<file path="config.mk">
export PLATFORM = sky130hd
export DESIGN_NAME = spi_responder
export DESIGN_NICKNAME = d
export VERILOG_FILES = /design/src/rtl/spi_responder.sv
export SDC_FILE = /design/constraint.sdc
export NUM_CORES = 1
export LEC_CHECK = 0
export BUFFER_PORTS_ARGS = -buffer_cell sky130_fd_sc_hd__buf_2
export CELL_PAD_IN_SITES_DETAIL_PLACEMENT = 2
export CELL_PAD_IN_SITES_GLOBAL_PLACEMENT = 2
export CORE_UTILIZATION = 39
export DETAILED_ROUTE_END_ITERATION = 7
export HOLD_SLACK_MARGIN = 0.08
export PLACE_DENSITY = 0.81
export REMOVE_ABC_BUFFERS = 1
export SYNTH_ARGS = -nofsm -noshare
export SYNTH_HDL_FRONTEND = slang
export SYNTH_SLANG_ARGS = --single-unit
export TNS_END_PERCENT = 100
</file>
<file path="constraint.sdc">
create_clock -name clk_in -period 4.39 [get_ports clk_in]
set_input_delay 0.2195 -clock clk_in [delete_from_list [all_inputs] [get_ports clk_in]]
set_output_delay 0.2195 -clock clk_in [all_outputs]
set_load 0.05 [all_outputs]
</file>
<file path="src/rtl/spi_responder.sv">
// SPI mode-3 register responder: 40-bit frames {rw, addr, data}.
// Read data is returned one frame later behind a status byte.
module spi_responder #(
  parameter int NUM_REGS    = 16,
  parameter int SYNC_STAGES = 2
) (
  input  logic        clk_in,
  input  logic        reset_in,
  input  logic        cs_n_in,
  input  logic        sck_in,
  input  logic        sdi_in,
  output logic        sdo_out,
  output logic        sdo_oe_out,
  input  logic [7:0]  status_in,
  output logic        wr_valid_out,
  output logic [6:0]  wr_addr_out,
  output logic [31:0] wr_data_out,
  output logic        frame_err_out
);

  typedef enum logic [1:0] {
    IDLE,
    SHIFT,
    COMMIT
  } state_e;

  localparam logic [5:0] FRAME_BITS = 6'd40;
  localparam logic [5:0] CNT_SAT    = 6'd41;

  logic [SYNC_STAGES-1:0] cs_sync_q;
  logic [SYNC_STAGES-1:0] sck_sync_q;
  logic [SYNC_STAGES-1:0] sdi_sync_q;
  logic [SYNC_STAGES-1:0] vld_q;
  logic                   cs_prev_q;
  logic                   sck_prev_q;
  logic                   armed_q;
  logic                   armed_d;

  logic cs_s;
  logic sck_s;
  logic sdi_s;
  logic cs_fall;
  logic cs_rise;
  logic sck_rise;
  logic sck_fall;

  state_e      state_q, state_d;
  logic [39:0] tx_q, tx_d;
  logic [39:0] rx_q, rx_d;
  logic [5:0]  cnt_q, cnt_d;
  logic [31:0] rdbuf_q, rdbuf_d;
  logic        wr_valid_q, wr_valid_d;
  logic [6:0]  wr_addr_q, wr_addr_d;
  logic [31:0] wr_data_q, wr_data_d;
  logic        ferr_q, ferr_d;
  logic        reg_we;

  logic [31:0] regs_q [NUM_REGS];
  logic [6:0]  rx_addr;
  logic [31:0] rx_data;
  logic        in_range;
  logic [31:0] rd_word;

  assign cs_s  = cs_sync_q[SYNC_STAGES-1];
  assign sck_s = sck_sync_q[SYNC_STAGES-1];
  assign sdi_s = sdi_sync_q[SYNC_STAGES-1];

  // A CS low that was already low at reset release must not open a frame;
  // armed_q only rises once a real (post-reset) high level has been seen.
  assign armed_d  = armed_q | (vld_q[SYNC_STAGES-1] & cs_s);
  assign cs_fall  = armed_q & cs_prev_q & ~cs_s;
  assign cs_rise  = ~cs_prev_q & cs_s;
  assign sck_rise = ~sck_prev_q & sck_s;
  assign sck_fall = sck_prev_q & ~sck_s;

  assign rx_addr  = rx_q[38:32];
  assign rx_data  = rx_q[31:0];
  assign in_range = ({25'd0, rx_addr} < 32'(NUM_REGS));

  // Synchronize pad inputs and keep one more stage for edge detection.
  always_ff @(posedge clk_in) begin
    if (reset_in) begin
      cs_sync_q  <= '1;
      sck_sync_q <= '1;
      sdi_sync_q <= '0;
      vld_q      <= '0;
      cs_prev_q  <= 1'b1;
      sck_prev_q <= 1'b1;
      armed_q    <= 1'b0;
    end else begin
      cs_sync_q  <= {cs_sync_q[SYNC_STAGES-2:0], cs_n_in};
      sck_sync_q <= {sck_sync_q[SYNC_STAGES-2:0], sck_in};
      sdi_sync_q <= {sdi_sync_q[SYNC_STAGES-2:0], sdi_in};
      vld_q      <= {vld_q[SYNC_STAGES-2:0], 1'b1};
      cs_prev_q  <= cs_s;
      sck_prev_q <= sck_s;
      armed_q    <= armed_d;
    end
  end

  // Register-file read mux for the addressed word.
  always_comb begin
    rd_word = '0;
    for (int i = 0; i < NUM_REGS; i++) begin
      if (rx_addr == 7'(i)) rd_word = regs_q[i];
    end
  end

  // Next-state and datapath updates for the frame FSM.
  always_comb begin
    state_d    = state_q;
    tx_d       = tx_q;
    rx_d       = rx_q;
    cnt_d      = cnt_q;
    rdbuf_d    = rdbuf_q;
    wr_valid_d = 1'b0;
    wr_addr_d  = wr_addr_q;
    wr_data_d  = wr_data_q;
    ferr_d     = 1'b0;
    reg_we     = 1'b0;
    unique case (state_q)
      IDLE: begin
        if (cs_fall) begin
          state_d = SHIFT;
          tx_d    = {status_in, rdbuf_q};
          rx_d    = '0;
          cnt_d   = '0;
        end
      end
      SHIFT: begin
        if (cs_rise) begin
          state_d = COMMIT;
        end else begin
          if (sck_rise) begin
            rx_d = {rx_q[38:0], sdi_s};
            if (cnt_q != CNT_SAT) cnt_d = cnt_q + 6'd1;
          end
          // The leading falling edge precedes the first sample; bit 39
          // must stay on the line until it has been captured.
          if (sck_fall && cnt_q != '0) begin
            tx_d = {tx_q[38:0], 1'b0};
          end
        end
      end
      COMMIT: begin
        state_d = IDLE;
        if (cnt_q == FRAME_BITS) begin
          if (rx_q[39]) begin
            wr_valid_d = 1'b1;
            wr_addr_d  = rx_addr;
            wr_data_d  = rx_data;
            reg_we     = in_range;
          end else begin
            rdbuf_d = in_range ? rd_word : '0;
          end
        end else begin
          ferr_d = 1'b1;
        end
      end
      default: state_d = IDLE;
    endcase
  end

  // FSM and datapath state registers.
  always_ff @(posedge clk_in) begin
    if (reset_in) begin
      state_q    <= IDLE;
      tx_q       <= '0;
      rx_q       <= '0;
      cnt_q      <= '0;
      rdbuf_q    <= '0;
      wr_valid_q <= 1'b0;
      wr_addr_q  <= '0;
      wr_data_q  <= '0;
      ferr_q     <= 1'b0;
    end else begin
      state_q    <= state_d;
      tx_q       <= tx_d;
      rx_q       <= rx_d;
      cnt_q      <= cnt_d;
      rdbuf_q    <= rdbuf_d;
      wr_valid_q <= wr_valid_d;
      wr_addr_q  <= wr_addr_d;
      wr_data_q  <= wr_data_d;
      ferr_q     <= ferr_d;
    end
  end

  // Register file, written only on an in-range committed write.
  always_ff @(posedge clk_in) begin
    if (reset_in) begin
      for (int i = 0; i < NUM_REGS; i++) regs_q[i] <= '0;
    end else if (reg_we) begin
      for (int i = 0; i < NUM_REGS; i++) begin
        if (rx_addr == 7'(i)) regs_q[i] <= rx_data;
      end
    end
  end

  assign sdo_oe_out    = (state_q == SHIFT);
  assign sdo_out       = sdo_oe_out & tx_q[39];
  assign wr_valid_out  = wr_valid_q;
  assign wr_addr_out   = wr_addr_q;
  assign wr_data_out   = wr_data_q;
  assign frame_err_out = ferr_q;

endmodule

</file>
== Word-level counts from Yosys, hierarchy flattened ==
Memory sizes are Yosys's and may differ from the RTL's.
Index checks and enable logic that the tools add are counted.
Cells by class
  $lt $le $gt $ge: 1
  add/sub/neg operators: 1
  reduce and logical (&&, ||, !) cells: 13
  equal/unequal tests: 25
  multipliers: 0
  bitwise logic cells: 31
  shifts and indexed selects: 0
  divide/modulo/power cells: 0
  muxes and demuxes: 121
Operators by type and width (number)
  32-bit two-way mux: 33
  40-bit two-way mux: 6
  40-bit case mux with 2 select lines: 2
  1-bit two-way mux: 72
  7-bit by 4-bit equality test with 1-bit output (second input constant): 8
  7-bit by 3-bit equality test with 1-bit output (second input constant): 4
  6-bit two-way mux: 4
  1-bit OR: 17
  7-bit by 2-bit equality test with 1-bit output (second input constant): 2
  6-bit case mux with 2 select lines: 1
  2-bit by 1-bit != test with 1-bit output (second input constant): 4
  4-bit AND reduction: 2
  1-bit bitwise AND: 7
  7-bit by 1-bit equality test with 1-bit output (second input constant): 1
  7-bit zero test: 1
  7-bit by 5-bit < comparator with 1-bit output (second input constant): 1
  1-bit inverter: 7
  6-bit by 1-bit adder with 6-bit output (second input constant): 1
  6-bit equality test (second input constant): 1
  6-bit != test (second input constant): 1
  3-bit AND reduction: 2
  6-bit nonzero test: 1
  5-bit AND reduction: 1
  2-bit two-way mux: 2
  10 further kinds: 11
Word-level totals
  memories kept: 1
  register bits after elaboration: 172
  output and inout port bits: 43
  bits in writable memories: 512
  bits in read-only memories: 0
  latch bits: 0
Memories
  regs_q: depth 16, bits a word 32, read ports 16, clocked after memory_dff 0, write ports 16, line 58  | logic [31:0] regs_q [NUM_REGS];

== Logic depth before layout (Yosys ltp) ==
  depth after elaboration: 18
  depth in mapped cells: 10
  mapped depth without buffers: 7

== Least setup slack after synthesis ==
No wires, ideal clock.
  path type: reg-to-reg
  start: reg rx_q[36]
  end: mem regs_q[11][4], in the netlist regs_q[1][100], enable pin
  arrival time: 3.918 ns
  path buffers: 3
  required time: 3.920 ns
  cell stages (with the launch flop): 7
  setup slack: 0.002 ns
  setup time: 0.470 ns
  cell sequence: dfxtp_1 > buf_6 > or3_1 > or2_2 > buf_2 > buf_2 > o31ai_1
RTL lines
  from (decl): line 49  | logic [39:0] rx_q, rx_d;
  from (signal assigned): line 179  | rx_q <= rx_d;
  to (decl): line 58

== Final worst setup path ==
  start: reg rx_q[33]
  end: reg rdbuf_q[22]
On the way
  word-level cells in the longest chain between the ends: 18
  elaborated cells between the ends (all ways): 34
RTL lines
  7-bit zero test: line 105  | if (rx_addr == 7'(i)) rd_word = regs_q[i];
  32-bit two-way mux (16 in series): line 105
  32-bit two-way mux *: line 154  | rdbuf_d = in_range ? rd_word : '0;
  to (signal assigned): line 181  | rdbuf_q <= rdbuf_d;
  to (decl): line 51  | logic [31:0] rdbuf_q, rdbuf_d;
Every way passes the cells marked *; elsewhere a longest branch is shown, timed or not.
A chain may end at the register's enable or synchronous reset.

==> results.json <==
{
  "yosysTopAreaCellShare_pct": 52.8,
  "core_sq_um": 73300,
  "clk_pin_slew_worst_paths_ns": 0.06,
  "worstMarginPinSlew_ns": 1.10,
  "setup_viol": 0,
  "cts_tree": "done",
  "final_nets": 2605,
  "row_count": 99,
  "ir_worst_vdd_mv": 0.284,
  "post_cts_buffers": 0,
  "postSynthCellCount": 2570,
  "max_freq_mhz": 295,
  "synth-main-ff-cell": "edfxtp_1",
  "max_cap_viol_count": 0,
  "antenna_left": 0,
  "synth_area_sq_um": 29100,
  "p_total_w": 0.0142,
  "clockBufferDepth": 3,
  "die_h_microns": 275,
  "rsz0062_at_grt": "no",
  "r2r_start": "rx_q[33]",
  "post-route-min-period_ns": 3.39,
  "die_w_microns": 275,
  "clkSinkCount": 684,
  "power_leakage_nw": 10.8,
  "dr_total_vias": 22200,
  "detailedRoute.firstPassIterationCount": 5,
  "required_ns": 4.93,
  "cts-resized-gates": 0,
  "ys_seq_area_share_pct": 64.7,
  "post_synth.cell_area_avg_sq_um": 11.3,
  "pin_count": 56,
  "cp_max_fo": 38,
  "yosysTopAreaCell": "edfxtp_1",
  "final_cell_mix": "edfxtp_1, nor2_1, nand2_1",
  "final_common_cell": "edfxtp_1",
  "synth_seq_cells": 684,
  "dieArea_sq_um": 75700,
  "h-tree-depth": 3,
  "final_util_pct": 45.3,
  "dp_hpwl_microns": 70900,
  "start_kind": "flip-flop",
  "numCtsBuffers": 76,
  "hold_path_class": "input port to flip-flop",
  "async_flop_share_pct": 0,
  "cts_hold_buf": 11,
  "fill_cells": 7339,
  "via_per_inst": 6.14,
  "start_util_pct": 39.7,
  "gp_congestion": 0.888,
  "wirelength_microns": 109000,
  "drive_gt1_share_pct": 14.5,
  "area_delta_synth_final_pct": 14.3,
  "synth_area_leaders": "edfxtp_1, dfxtp_1, nor2_1",
  "io_buffers": 55,
  "grt_pass1_wl_microns": 161000,
  "fin_crit_sh_pct": 77.3,
  "remaining_drc_errors": 0,
  "seq_area_sq_um": 18800,
  "critPathLaunch": "rx_q[33]",
  "clk_latency_ns": 0.63,
  "synth.distinct_cells": 80,
  "multi_input_area_sq_um": 9260,
  "antenna_found_initial": 6,
  "p_per_area_nw_per_um2": 428,
  "drtIter0Drc": 1959,
  "grt_max_degree": 62,
  "end_kind": "flip-flop",
  "relSlewSlack_pct": 27.0,
  "status": "completed",
  "worstHoldStart": "reset_in",
  "finClkSkew_ns": 0.0259,
  "synth_edf_count": 512,
  "root_buffer": "clkbuf_16",
  "wl_per_cell_microns": 30.2,
  "track_usage_pct": 28.9,
  "drv_slew": 0,
  "hold_viol_final": 0,
  "worstSetupPathType": "flip-flop to flip-flop",
  "yosys_warnings": 0,
  "grt_pass1_vias": 24100,
  "grt-ovfl-total": 0,
  "crit_arrival_ns": 3.93
}
-- through the flow --
stage	TNS (ns)	hold slack (ns)	setup slack, ns	area [sq um]	std cells
6_report	0	0.131	0.995	33300	3610
5_1_grt	0	0.146	0.990	33300	3609
3_5_place_dp	0	0.409	1.16	30600	3459
2_1_floorplan	-2496.23	0.289	-4.42	28100	2336
4_1_cts	0	0.105	1.09	33300	3609
3_3_place_gp	0	0.397	1.34	30600	3459
-- registers in the layout, summed over array words and instances (netlist names), 6 cells and up --
name,cells
regs_q,512
rx_q,40
tx_q,40
rdbuf_q,32
wr_data_out,32
wr_addr_out,7
cnt_q,6
-- worst max-delay path: stages, from the launching register on --
cell and delay, ns:
dfxtp_4 0.65, buf_12 0.34, buf_4 0.43, buf_4 0.30
mux2i_1 0.10, o311ai_0 0.79, o211ai_1 0.34, o21ai_0 0.27
-- metal layers --
metal / part of all wire, % / global-route usage, % / wire length (microns)
met1: 40 / 36.5 / 43500
met5: 0.055 / 0 / 60
met3: 6.8 / 4.73 / 7390
met4: 3.4 / 11.3 / 3740
met2: 50 / 49.3 / 54300
-- layout make-up --
type	instances	share of cell area (%)
Sequential cell	684	56.6
Multi-Input combinational cell	1607	27.8
Clock buffer	103	6.55
Timing Repair Buffer	175	3.82
Tap cell	959	3.61
Clock inverter	36	1.03
Inverter	45	0.508
Antenna cell	1	0.00753
-- power by group --
part	internal [W]	switching (W)	total (W)
combinational	0.0000970	0.000267	0.000364
clock	0.00389	0.00273	0.00662
sequential	0.00716	0.000101	0.00726
total	0.0111	0.00310	0.0142
-- worst paths after layout --
path | to | slack (ns) | cells after the start
max | rdbuf_q[22] | 1.0 | 7
min | rdbuf_q[19] | 0.13 | 3
max reg2reg | rdbuf_q[22] | 1.0 | 7
min reg2reg | cs_sync_q[1] | 0.43 | 1
-- kinds of logic after synthesis --
| logic type | share of synthesized area, % |
|---|---|
| and+or+nand+nor | 13.4 |
| DFF | 64.7 |
| AOI/OAI and AO/OA | 14.0 |
| buffers and inverters | 3.95 |
| muxes | 3.69 |
| xor gates and xnor gates | 0.120 |
| adders and majority gates | 0.129 |
-- cell usage after synthesis (11+ instances only) --
library cell and instances:
edfxtp_1 512, nor2_1 408, nand2_1 320, a21oi_1 218
dfxtp_1 172, clkbuf_1 167, o21ai_0 89, a21o_1 49
o22ai_1 48, buf_2 47, mux2i_1 42, inv_1 40
mux2_2 34, nand3_1 26, a211oi_1 25, nor2b_1 25
a221o_1 23, a22oi_1 20, nor3_1 18, nand2b_1 15
o211ai_1 14, a2bb2oi_1 13, buf_1 13, nor4_1 13
a32oi_1 12, mux4_2 12, o221a_2 11
Power figures use the tool's default switching activity.
